## config.mk

```make
export PLATFORM = sky130hd
export DESIGN_NAME = mdu_iter
export DESIGN_NICKNAME = d
export VERILOG_FILES = /design/src/rtl/mdu_iter.sv
export SDC_FILE = /design/constraint.sdc
export NUM_CORES = 1
export LEC_CHECK = 0
export CAP_MARGIN = 20
export CORE_MARGIN = 2
export CORE_UTILIZATION = 45
export CTS_CLUSTER_DIAMETER = 80
export DETAILED_ROUTE_END_ITERATION = 12
export PLACE_DENSITY = 0.69
export SLEW_MARGIN = 25
export SYNTH_ARGS = -nofsm -noshare
export SYNTH_HDL_FRONTEND = slang
export SYNTH_SLANG_ARGS = --single-unit
```

## constraint.sdc

```tcl
create_clock -name clk -period 14.3 [get_ports clk]
set_input_delay 1.43 -clock clk [delete_from_list [all_inputs] [get_ports clk]]
set_output_delay 1.43 -clock clk [all_outputs]
set_load 0.02 [all_outputs]
```

## src/rtl/mdu_iter.sv

```systemverilog
// mdu_iter -- iterative multiply/divide unit with private HI/LO registers.
//
// Handles MULT/MULTU/DIV/DIVU/MTHI/MTLO for a multicycle MIPS datapath.
// Multiply is a radix-2^MUL_STEP_BITS shift-add on operand magnitudes.
// Divide is restoring, one quotient bit per cycle.
// MTHI/MTLO write HI/LO directly at the start edge and never raise busy.
//
// Ports
//   clk     rising-edge clock
//   rst     asynchronous, active-high reset
//   start   request, sampled only while busy=0
//   op      000 MULT, 001 MULTU, 010 DIV, 011 DIVU, 100 MTHI, 101 MTLO, others no-op
//   a       rs operand: multiplicand / dividend / MTHI-MTLO data
//   b       rt operand: multiplier / divisor
//   cancel  aborts the operation in flight; ignored while idle
//   busy    operation in flight
//   done    one-cycle pulse, hi/lo were written at the preceding edge
//   dz      valid with done: divide by zero
//   hi, lo  HI / LO registers
module mdu_iter #(
  parameter int WIDTH         = 32,
  parameter int MUL_STEP_BITS = 1
) (
  input  logic             clk,
  input  logic             rst,
  input  logic             start,
  input  logic [2:0]       op,
  input  logic [WIDTH-1:0] a,
  input  logic [WIDTH-1:0] b,
  input  logic             cancel,
  output logic             busy,
  output logic             done,
  output logic             dz,
  output logic [WIDTH-1:0] hi,
  output logic [WIDTH-1:0] lo
);

  localparam int NM = WIDTH / MUL_STEP_BITS;
  localparam int CW = (WIDTH > 2) ? $clog2(WIDTH) : 1;

  localparam logic [CW-1:0] MUL_LAST = CW'(NM - 1);
  localparam logic [CW-1:0] DIV_LAST = CW'(WIDTH - 1);

  localparam logic [1:0] S_IDLE = 2'd0;
  localparam logic [1:0] S_MUL  = 2'd1;
  localparam logic [1:0] S_DIV  = 2'd2;
  localparam logic [1:0] S_FIX  = 2'd3;

  localparam logic [2:0] OP_MULT  = 3'b000;
  localparam logic [2:0] OP_MULTU = 3'b001;
  localparam logic [2:0] OP_DIV   = 3'b010;
  localparam logic [2:0] OP_DIVU  = 3'b011;
  localparam logic [2:0] OP_MTHI  = 3'b100;
  localparam logic [2:0] OP_MTLO  = 3'b101;

  logic [1:0]         state;
  logic [CW-1:0]      cnt;
  logic [2*WIDTH-1:0] acc;      // multiply accumulator
  logic [2*WIDTH-1:0] mcand;    // multiplicand, shifted left each step
  logic [WIDTH-1:0]   mplier;   // multiplier, shifted right each step
  logic [WIDTH-1:0]   quo;      // dividend in, quotient out (also holds a on divide-by-zero)
  logic [WIDTH-1:0]   rem;
  logic [WIDTH-1:0]   dvsr;
  logic               neg_q;    // negate product / quotient at FIX
  logic               neg_r;    // negate remainder at FIX
  logic               is_mul;
  logic               dz_pend;

  // Signed variants have op[0]=0 (MULT, DIV).
  logic               signed_op;
  logic [WIDTH-1:0]   a_mag;
  logic [WIDTH-1:0]   b_mag;

  assign signed_op = ~op[0];
  // Negating the most negative value yields the same bit pattern, which is the
  // correct unsigned magnitude 2^(WIDTH-1).
  assign a_mag = (signed_op && a[WIDTH-1]) ? -a : a;
  assign b_mag = (signed_op && b[WIDTH-1]) ? -b : b;

  assign busy = (state != S_IDLE);

  // Multiply step: add the multiplicand weighted by the low multiplier bits.
  logic [2*WIDTH-1:0] partial;
  // NOTE: every variable assigned in always_comb gets a default first, so no
  // path leaves it holding its old value and no latch is inferred.
  always_comb begin
    partial = '0;
    for (int j = 0; j < MUL_STEP_BITS; j++) begin
      if (mplier[j]) partial = partial + (mcand << j);
    end
  end

  // Restoring divide step: trial subtract of the divisor from the shifted remainder.
  logic [WIDTH:0] shifted;
  logic [WIDTH:0] diff;
  assign shifted = {rem, quo[WIDTH-1]};
  assign diff    = shifted - {1'b0, dvsr};

  logic [2*WIDTH-1:0] prod_res;
  logic [WIDTH-1:0]   quo_res;
  logic [WIDTH-1:0]   rem_res;
  assign prod_res = neg_q ? -acc : acc;
  assign quo_res  = neg_q ? -quo : quo;
  assign rem_res  = neg_r ? -rem : rem;

  // NOTE: state registers use non-blocking assignments so every flop samples
  // the pre-edge values regardless of statement order.
  always_ff @(posedge clk or posedge rst) begin
    if (rst) begin
      state   <= S_IDLE;
      cnt     <= '0;
      acc     <= '0;
      mcand   <= '0;
      mplier  <= '0;
      quo     <= '0;
      rem     <= '0;
      dvsr    <= '0;
      neg_q   <= 1'b0;
      neg_r   <= 1'b0;
      is_mul  <= 1'b0;
      dz_pend <= 1'b0;
      done    <= 1'b0;
      dz      <= 1'b0;
      hi      <= '0;
      lo      <= '0;
    end else begin
      done <= 1'b0;
      dz   <= 1'b0;
      case (state)
        S_IDLE: begin
          if (start) begin
            case (op)
              OP_MTHI: hi <= a;
              OP_MTLO: lo <= a;
              OP_MULT, OP_MULTU: begin
                acc     <= '0;
                mcand   <= {{WIDTH{1'b0}}, a_mag};
                mplier  <= b_mag;
                neg_q   <= signed_op & (a[WIDTH-1] ^ b[WIDTH-1]);
                neg_r   <= 1'b0;
                is_mul  <= 1'b1;
                dz_pend <= 1'b0;
                cnt     <= '0;
                state   <= S_MUL;
              end
              OP_DIV, OP_DIVU: begin
                is_mul <= 1'b0;
                cnt    <= '0;
                if (b == '0) begin
                  // Skip iteration; FIX writes hi<=a, lo<=all ones.
                  quo     <= a;
                  dz_pend <= 1'b1;
                  state   <= S_FIX;
                end else begin
                  rem     <= '0;
                  quo     <= a_mag;
                  dvsr    <= b_mag;
                  neg_q   <= signed_op & (a[WIDTH-1] ^ b[WIDTH-1]);
                  neg_r   <= signed_op & a[WIDTH-1];
                  dz_pend <= 1'b0;
                  state   <= S_DIV;
                end
              end
              default: ;
            endcase
          end
        end

        S_MUL: begin
          if (cancel) begin
            state <= S_IDLE;
          end else begin
            acc    <= acc + partial;
            mcand  <= mcand << MUL_STEP_BITS;
            mplier <= mplier >> MUL_STEP_BITS;
            cnt    <= cnt + 1'b1;
            if (cnt == MUL_LAST) state <= S_FIX;
          end
        end

        S_DIV: begin
          if (cancel) begin
            state <= S_IDLE;
          end else begin
            if (!diff[WIDTH]) begin
              rem <= diff[WIDTH-1:0];
              quo <= {quo[WIDTH-2:0], 1'b1};
            end else begin
              rem <= shifted[WIDTH-1:0];
              quo <= {quo[WIDTH-2:0], 1'b0};
            end
            cnt <= cnt + 1'b1;
            if (cnt == DIV_LAST) state <= S_FIX;
          end
        end

        S_FIX: begin
          // cancel wins over the result write in the same cycle.
          state <= S_IDLE;
          if (!cancel) begin
            done <= 1'b1;
            dz   <= dz_pend;
            if (dz_pend) begin
              hi <= quo;
              lo <= '1;
            end else if (is_mul) begin
              hi <= prod_res[2*WIDTH-1:WIDTH];
              lo <= prod_res[WIDTH-1:0];
            end else begin
              hi <= rem_res;
              lo <= quo_res;
            end
          end
        end

        default: state <= S_IDLE;
      endcase
    end
  end

endmodule

```

==> results of run 1 <==
## cell usage in the layout (no fill, tap or decap), drive strengths merged, types with 17 or more instances in the layout
master / synthesis / layout
mux2i: 32 / 32
nor2: 173 / 173
a31oi: 24 / 24
xor2: 136 / 136
clkdlybuf4s50: 0 / 137
o211ai: 23 / 23
nor4: 27 / 27
clkbuf: 183 / 50
a22o: 44 / 44
or4: 28 / 28
buf: 28 / 23
dfrtp: 333 / 333
a21oi: 232 / 232
xnor2: 152 / 152
o31ai: 56 / 56
nor3: 32 / 32
a211oi: 25 / 25
a21o: 66 / 66
nor2b: 17 / 17
nand4: 32 / 32
nand2b: 28 / 28
nand3: 37 / 37
ha: 106 / 106
o41ai: 22 / 22
inv: 81 / 84
o21ai: 388 / 388
a22oi: 61 / 61
and2: 71 / 71
o22ai: 42 / 42
or3: 39 / 39
nand2: 366 / 366
## routing by layer
metal	global-route usage (%)	routed length, microns
met4	14.5	4270
met5	0	9
met2	45.5	36900
met1	36.9	34400
met3	4.30	4920
## area by class of cell
class                   instances  share of cell area [%]
clock inverters                21                    1.19
multi-input cells            2388                    54.9
well taps                     696                    3.14
inverters                      83                    1.15
repair buffers                160                    5.60
flip-flops and latches        333                    30.0
diodes                          1                 0.00902
clock buffers                  50                    3.96
## kinds of logic after synthesis
kind of cell	Yosys count	synth area share, %
mux	38	1.61
buf+inv	295	4.84
fa+ha+maj	108	5.53
compound gates	1071	26.8
xor+xnor	288	10.2
flops	333	33.7
simple gates	883	17.3
## through the flow
step           hold slack, ns  util [%]
6_report                0.479      51.4
5_1_grt                 0.491      51.4
4_1_cts                 0.483      51.3
3_5_place_dp            0.470      48.6
3_3_place_gp            0.463      48.6
2_1_floorplan           0.449         -
## registers in the layout, indices dropped and copies added, names as in the netlist
name,flops
neg_q,1
is_mul,1
neg_r,1
dvsr,32
acc,64
done,1
mcand,64
hi,32
mplier,32
dz,1
dz_pend,1
quo,32
rem,32
cnt,5
lo,32
state,2
## cell usage after synthesis, types with 23 or more instances
cell type	n	area (sq um)
and2_1	70	438
nand2_1	366	1370
a22oi_1	61	458
a21o_1	66	495
nor2_1	173	649
o31ai_1	56	420
a211oi_1	23	173
o21ai_0	365	1830
mux2i_1	32	320
inv_1	81	304
a31oi_1	24	150
ha_1	106	1330
nand2b_1	26	163
xnor2_1	152	1330
nand4_1	32	200
xor2_1	136	1190
a22o_1	44	385
o22ai_1	42	263
or4_1	26	195
nand3_1	36	180
or3_1	37	231
a21oi_1	230	1150
clkbuf_1	181	679
dfrtp_1	333	8330
nor3_1	32	160
## final timing paths
kind | cells after the start | startpoint | to | slack (ns)
worst max-delay path | 9 | b[19] | rem[11]$_DFFE_PP0P_ | 9.21
worst min-delay path | 2 | dvsr[12]$_DFFE_PP0P_ | dvsr[12]$_DFFE_PP0P_ | 0.48
worst max register to register | 15 | mplier[0]$_DFFE_PP0P_ | acc[58]$_DFFE_PP0P_ | 9.27
worst min register to register | 2 | dvsr[12]$_DFFE_PP0P_ | dvsr[12]$_DFFE_PP0P_ | 0.48
max in group asynchronous | 3 | rst | mcand[42]$_DFFE_PP0P_ | 11.44
min in group asynchronous | 2 | rst | lo[0]$_DFFE_PP0P_ | 1.41
## power breakdown
part	switching (mW)	leakage, nW	total, mW	internal [mW]
sequential	0.319	4.40	1.55	1.23
clock	0.444	0.691	1.12	0.677
combinational	1.50	7.24	2.36	0.861
total	2.26	12.3	5.03	2.77
## critical path: stages
cell and delay, ns:
clkdlybuf4s50_1 0.47, or4_1 0.59, nor4_1 0.42, nand4_1 0.30, or4_1 0.94, nand3_2 0.27, a21oi_2 0.13, nand2_1 0.70
o21ai_0 0.23
==> impl_summary.md, run 1 <==
Run status
The flow ran to the end, and the final reports show no timing, DRC or antenna violations.

Global route
The number of global-route vias before repair was 22.0k. The global-route wire length before repair is 126 mm. The number of antenna violations at the first check in global routing is 2. In the global route stage, overall resource usage came out at 28.2%. Entering global routing, the biggest net connects 119 pins. Summed over all layers, the global routing overflow is 0.

Clock tree
At the later pin of the worst-skew pair, clock insertion delay measures 0.61 ns. Post-CTS timing repair inserted 0 buffers for setup. The count of instances resized after the clock tree is built is 0. TritonCTS built the clock tree.

The largest buffer count on any clock path is 3. The clock-pin transition on the worst setup and hold timing paths is 0.06 ns. The number of buffers created by CTS is 41. The maximum level of the CTS H-tree is 2. Buffers inserted to repair hold after CTS numbered 0.

For this design, the sink count on the clock tree is 333. The clock tree root buffer cell is clkbuf_16.

Die
Once the floorplan was initialized, standard cells occupied 45.8% of the core. From bottom edge to top edge, the die measures 238 microns. The initialized floorplan defines 85 standard-cell rows. The area inside the core boundary is 54,000 sq um.

Pin placement for this block handled 138 I/O pins. In this run the horizontal extent of the chip is 238 microns. The die covers 56,800 sq um.

STA
Setup repair after global routing left no endpoint under its margin. The top achievable clock speed is 0.197 GHz. The total negative slack for setup checks is 0 ns.

At the pin with the least slew margin, the transition time is 0.993 ns. The total count of max-transition violations in the final report is 0. The routed design could run at a clock period as short as 5.09 ns. The share of the clock period used by the worst path is 35.6%. The relative slew slack is 33.8%. Once routing completed, OpenROAD measured the worst setup slack at 9.21 ns.

Setup violations remaining at the end of the flow were counted as 0. The post-route clock skew is 0.0449 ns. The number of hold violations in the final report was 0.

Route
The number of search-and-repair iterations in the first detailed-routing pass is 6. The number of remaining DRC errors is 0. The routed design has 80.6 mm of wire.

The mean routed wirelength per cell is 21.6 microns. The detail route stage leaves a number of antenna-violating nets equal to 0. For this block, the initial DRC count from the detailed router was 2,030. The number of vias in the routed layout is 22.9k.

Dividing the detail-routed via count by the number of cells gives 6.12.

Worst setup path
At the worst endpoint, the arrival time is 5.50 ns. The worst setup path is captured at a register. At the worst endpoint, the required time is 14.71 ns. The category of the worst setup path launch point is a primary input. The top fanout value on the critical path is 32. The type of the worst setup path is primary input to register.

Worst hold path
The path class of the tightest hold or removal check is register to register.

Synth
The netlist uses 89 different library cells. After synthesis, the mean cell area works out to 8.20 sq um. The number of synthesized flops with an enable pin is 0.

For this run, the register share of the synthesized area comes to 33.7%. For this run, asynchronously set or reset flops after synthesis account for 100%. After synthesis the cells add up to 24,700 sq um. The number of warnings issued by yosys is 0. The gate count of the mapped netlist is 3,016. The most common flop cell mapped by yosys is dfrtp_1.

The number of storage elements in the synthesis netlist is 333. The number of nets in the synthesized netlist is 3,195.

Placement
The count of input and output buffers is 137. The worst slack after detailed placement is 8.69 ns. The HPWL reported at the end of detailed placement is 60.2 mm. The cell area reported after detailed placement is 26,300 sq um. The routability congestion estimate is 1.02. The count of placed standard cells including taps is 3,660.

Final layout
For this run, the number of standard cells in the final layout without fillers is 3,732. The post-route cell area is 27,700 sq um. The area overhead of the layout relative to synthesis is 12.3%. Summing all multi-input logic gate instances after layout gives 15,200 sq um. The final layout net count is 3,186. Counting the fill cells in the layout gives 5,072. The fraction of layout cells with a size suffix above 1 is 4.68%. The area taken by flip-flops and latches is 8340 sq um.

Pwr
Across the VDD grid, the largest voltage drop is 117 uV. The leakage power of the design is 12.3 nW. Power spread over the standard cell area amounts to 181 nW/um^2. The overall power is 5.03 mW.

Flow run
The number of violations of the max-capacitance limit is 0.
(Power assumes the default switching activity.)
==> run 2, diff against run 1 <==
--- a/config.mk
+++ b/config.mk
@@ -10,7 +10,7 @@
 export CORE_UTILIZATION = 45
 export CTS_CLUSTER_DIAMETER = 80
 export DETAILED_ROUTE_END_ITERATION = 12
-export PLACE_DENSITY = 0.69
+export PLACE_DENSITY = 0.71
 export SLEW_MARGIN = 25
 export SYNTH_ARGS = -nofsm -noshare
 export SYNTH_HDL_FRONTEND = slang
==> constraint.sdc (replaced) <==
create_clock -name clk -period 4.2 [get_ports clk]
set_input_delay 0.42 -clock clk [delete_from_list [all_inputs] [get_ports clk]]
set_output_delay 0.42 -clock clk [all_outputs]
set_load 0.02 [all_outputs]
==> impl_summary.md, run 2 (same netlist as run 1, synthesis figures left out) <==
Route
The met3 routed wirelength is 5.57 mm (was 4.92 mm). The number of search-and-repair iterations in the first detailed-routing pass is 6 (unchanged). The routed via count divided by cell count is 6.16 (was 6.12).

The met1 routed wirelength after detailed routing was 34.5 mm (was 34.4 mm). The mean routed wirelength per cell came to 22.0 microns (was 21.6 microns). The number of vias in the routed layout is 23.3k (was 22.9k). The number of remaining DRC errors is 0 (unchanged).

The topmost layer with routed signal wires is met4 (was met5). The met2 routed wirelength was 38.2 mm (was 36.9 mm). The number of nets with antenna violations after detailed routing came to 0 (unchanged).

The number of DRC markers after the initial detailed-route iteration is 2,278 (was 2,030). The routed wire length is 83.0 mm (was 80.6 mm).

Clock tree
The number of buffers created by CTS came to 40 (was 41). The clock tree root buffer cell is clkbuf_16 (unchanged). The number of sinks on the clock net is 333 (unchanged). The clock-pin transition on the worst setup and hold timing paths came to 0.06 ns (about the same). The maximum level of the CTS H-tree is 2 (unchanged). The CTS tree was yes (unchanged). The insertion delay to the later sink of the worst-skew pair is 0.58 ns (was 0.61 ns). The number of setup buffers added after CTS is 0 (unchanged). The hold buffer count at cts was 0 (unchanged). The count of instances resized after the clock tree is built is 0 (unchanged). The largest buffer count on any clock path is 3 (unchanged).

STA
The post-route clock skew is 0.0314 ns (was 0.0449 ns). The number of setup violations in the final report is 0 (unchanged). Dividing the final minimum period by the clock period gives 94.2%. The post-layout worst setup margin came to 0.245 ns (was 9.21 ns). The total negative slack for setup checks was 0 ns (unchanged). Setup repair after global routing missed its margin: false (unchanged). The total count of max-transition violations in the final report is 0 (unchanged). The top achievable clock speed is 0.253 GHz.

The relative slew slack is 26.0% (was 33.8%). The worst hold slack across all endpoints is 0.217 ns (was 0.479 ns). The slew at the pin closest to its max-slew limit is 1.11 ns (was 0.993 ns).

The number of hold violations in the final report is 0 (unchanged). The shortest clock period the worst path allows after layout is 3.96 ns.

Worst setup path
The category of the worst setup path launch point is a register (was primary input). The cell occurring most often along the worst timing path is a211oi_2 (was or4_1). The critical path arrival is 4.41 ns (was 5.50 ns). The buffer and inverter count on the worst path came to 1 (unchanged). The critical path data required time is 4.65 ns (was 14.71 ns). The top fanout value on the critical path was 24 (was 32). The type of the worst setup path is register to register (was primary input to register). The nature of the critical path endpoint was a register (unchanged). The master of the slowest instance on the critical path is or4_4 (was or4_1). The cell family with the largest share of critical-path delay is compound AO/OA/AOI/OAI gates (was simple AND/OR/NAND/NOR gates).

Critical path, cell by cell: buf_12 -> and2_1 -> ha_1 -> nand2_1 -> o311a_1 -> or4_4 -> a211oi_2 -> o21ai_2 -> a2111oi_4 -> o21bai_2 -> a211oi_2 -> o21ai_0 -> a32o_1 (was clkdlybuf4s50_1 -> or4_1 -> nor4_1 -> nand4_1 -> or4_1 -> nand3_2 -> a21oi_2 -> nand2_1 -> o21ai_0). The highest cell delay on the worst timing path is 0.57 ns (was 0.94 ns).

Final layout
Largest registers: acc x64, mcand x64 (unchanged). The most frequent standard cell in the layout excluding fill and tap cells is nand2_1 (unchanged). The number of fillers in the final layout is 5,066 (was 5,072). Commonest cells after routing, fill and taps aside: nand2_1, o21ai_0, dfrtp_1 (unchanged). The fraction of layout cells with a size suffix above 1 was 5.98% (was 4.68%). The count of placed standard cells in the final layout, fillers left out is 3,775 (was 3,732). The final layout net count is 3,225 (was 3,186). The area overhead of the layout relative to synthesis was 13.5% (was 12.3%). The post-route cell area is 28,100 sq um (was 27,700 sq um). The utilization after layout came to 51.9% (was 51.4%).

Pwr
The power density of the placed cells is 610 nW/um^2 (was 181 nW/um^2). The leakage power of the design is 12.5 nW (was 12.3 nW). The largest vdd supply drop is 837 uV (was 117 uV). The overall power was 17.1 mW (was 5.03 mW).

Worst hold path
The class of the tightest hold or removal check was primary input to asynchronous set/reset pin (was register to register).

Die
The chip width is 238 microns (unchanged). The vertical die dimension is 238 microns (unchanged). The count of boundary I/O pins is 138 (unchanged).

The count of standard-cell rows is 85 (unchanged). The full die area is 56,800 sq um (unchanged). The area inside the core boundary is 54,000 sq um (unchanged). The initial standard-cell utilization of the core is 45.8% (unchanged).

Global route
The total routing resource utilization after global routing is 28.8% (was 28.2%). The number of antenna violations at the first check in global routing is 1 (was 2). The pin count of the biggest net entering global routing is 161 (was 119). The total congestion overflow after global routing is 0 (unchanged). The number of global-route vias before repair is 22.3k (was 22.0k). The global-route wire length before repair is 128 mm (was 126 mm).

Placement
The cell area reported after detailed placement is 26,700 sq um (was 26,300 sq um). The count of input and output buffers came to 137 (unchanged). The HPWL reported at the end of detailed placement is 62.0 mm (was 60.2 mm). The routability congestion estimate came to 0.973 (was 1.02). The count of placed standard cells including taps is 3,699 (was 3,660).

The worst slack after detailed placement came to 0.279 ns (was 8.69 ns).

Run status
Run status: finished, final reports clean (unchanged).

Flow run
The number of violations of the max-capacitance limit is 0 (unchanged).
run 2: changes by cell type in the layout (fill, tap and decap cells not counted), moves of 3 or more:
cell and change:
buf_12 +11, buf_4 +32, buf_6 -3, bufinv_16 -5
clkbuf_8 +6, clkinv_2 +6
run 2: layer usage:
layer | vias up | GRT usage, %
met3 | 217 | 4.22
met1 | 11187 | 37.2
met2 | 948 | 46.9
li1 | 10904 | -
met5 | - | 0
met4 | 0 | 14.5
run 2: cell type report:
cell class / count / area (sq um) / share of cell area (%)
multi-input combinational: 2388 / 15200 / 54.2
sequential: 333 / 8340 / 29.7
timing repair buffer: 200 / 1980 / 7.06
clock buffer: 58 / 1190 / 4.24
tap: 696 / 871 / 3.10
inverter: 83 / 315 / 1.12
clock inverter: 16 / 144 / 0.513
antenna: 1 / 2.50 / 0.00892
run 2: path summary, 6_finish.rpt:
kind | slack (ns) | end | startpoint | cells past startpoint
max | 0.24 | acc[57]$_DFFE_PP0P_ | mplier[0]$_DFFE_PP0P_ | 13
min | 0.22 | hi[4]$_DFFE_PP0P_ | rst | 2
max reg2reg | 0.24 | acc[57]$_DFFE_PP0P_ | mplier[0]$_DFFE_PP0P_ | 13
min reg2reg | 0.48 | dvsr[7]$_DFFE_PP0P_ | dvsr[7]$_DFFE_PP0P_ | 2
max in group asynchronous | 2.96 | neg_q$_DFFE_PP0P_ | rst | 4
min in group clk | 0.48 | dvsr[7]$_DFFE_PP0P_ | dvsr[7]$_DFFE_PP0P_ | 2
run 2: power by group:
group          total [mW]  internal, mW  leakage [nW]  switching, mW
combinational        8.19          3.06          7.47           5.13
clock                3.59          2.10         0.667           1.49
sequential           5.34          4.19          4.40           1.15
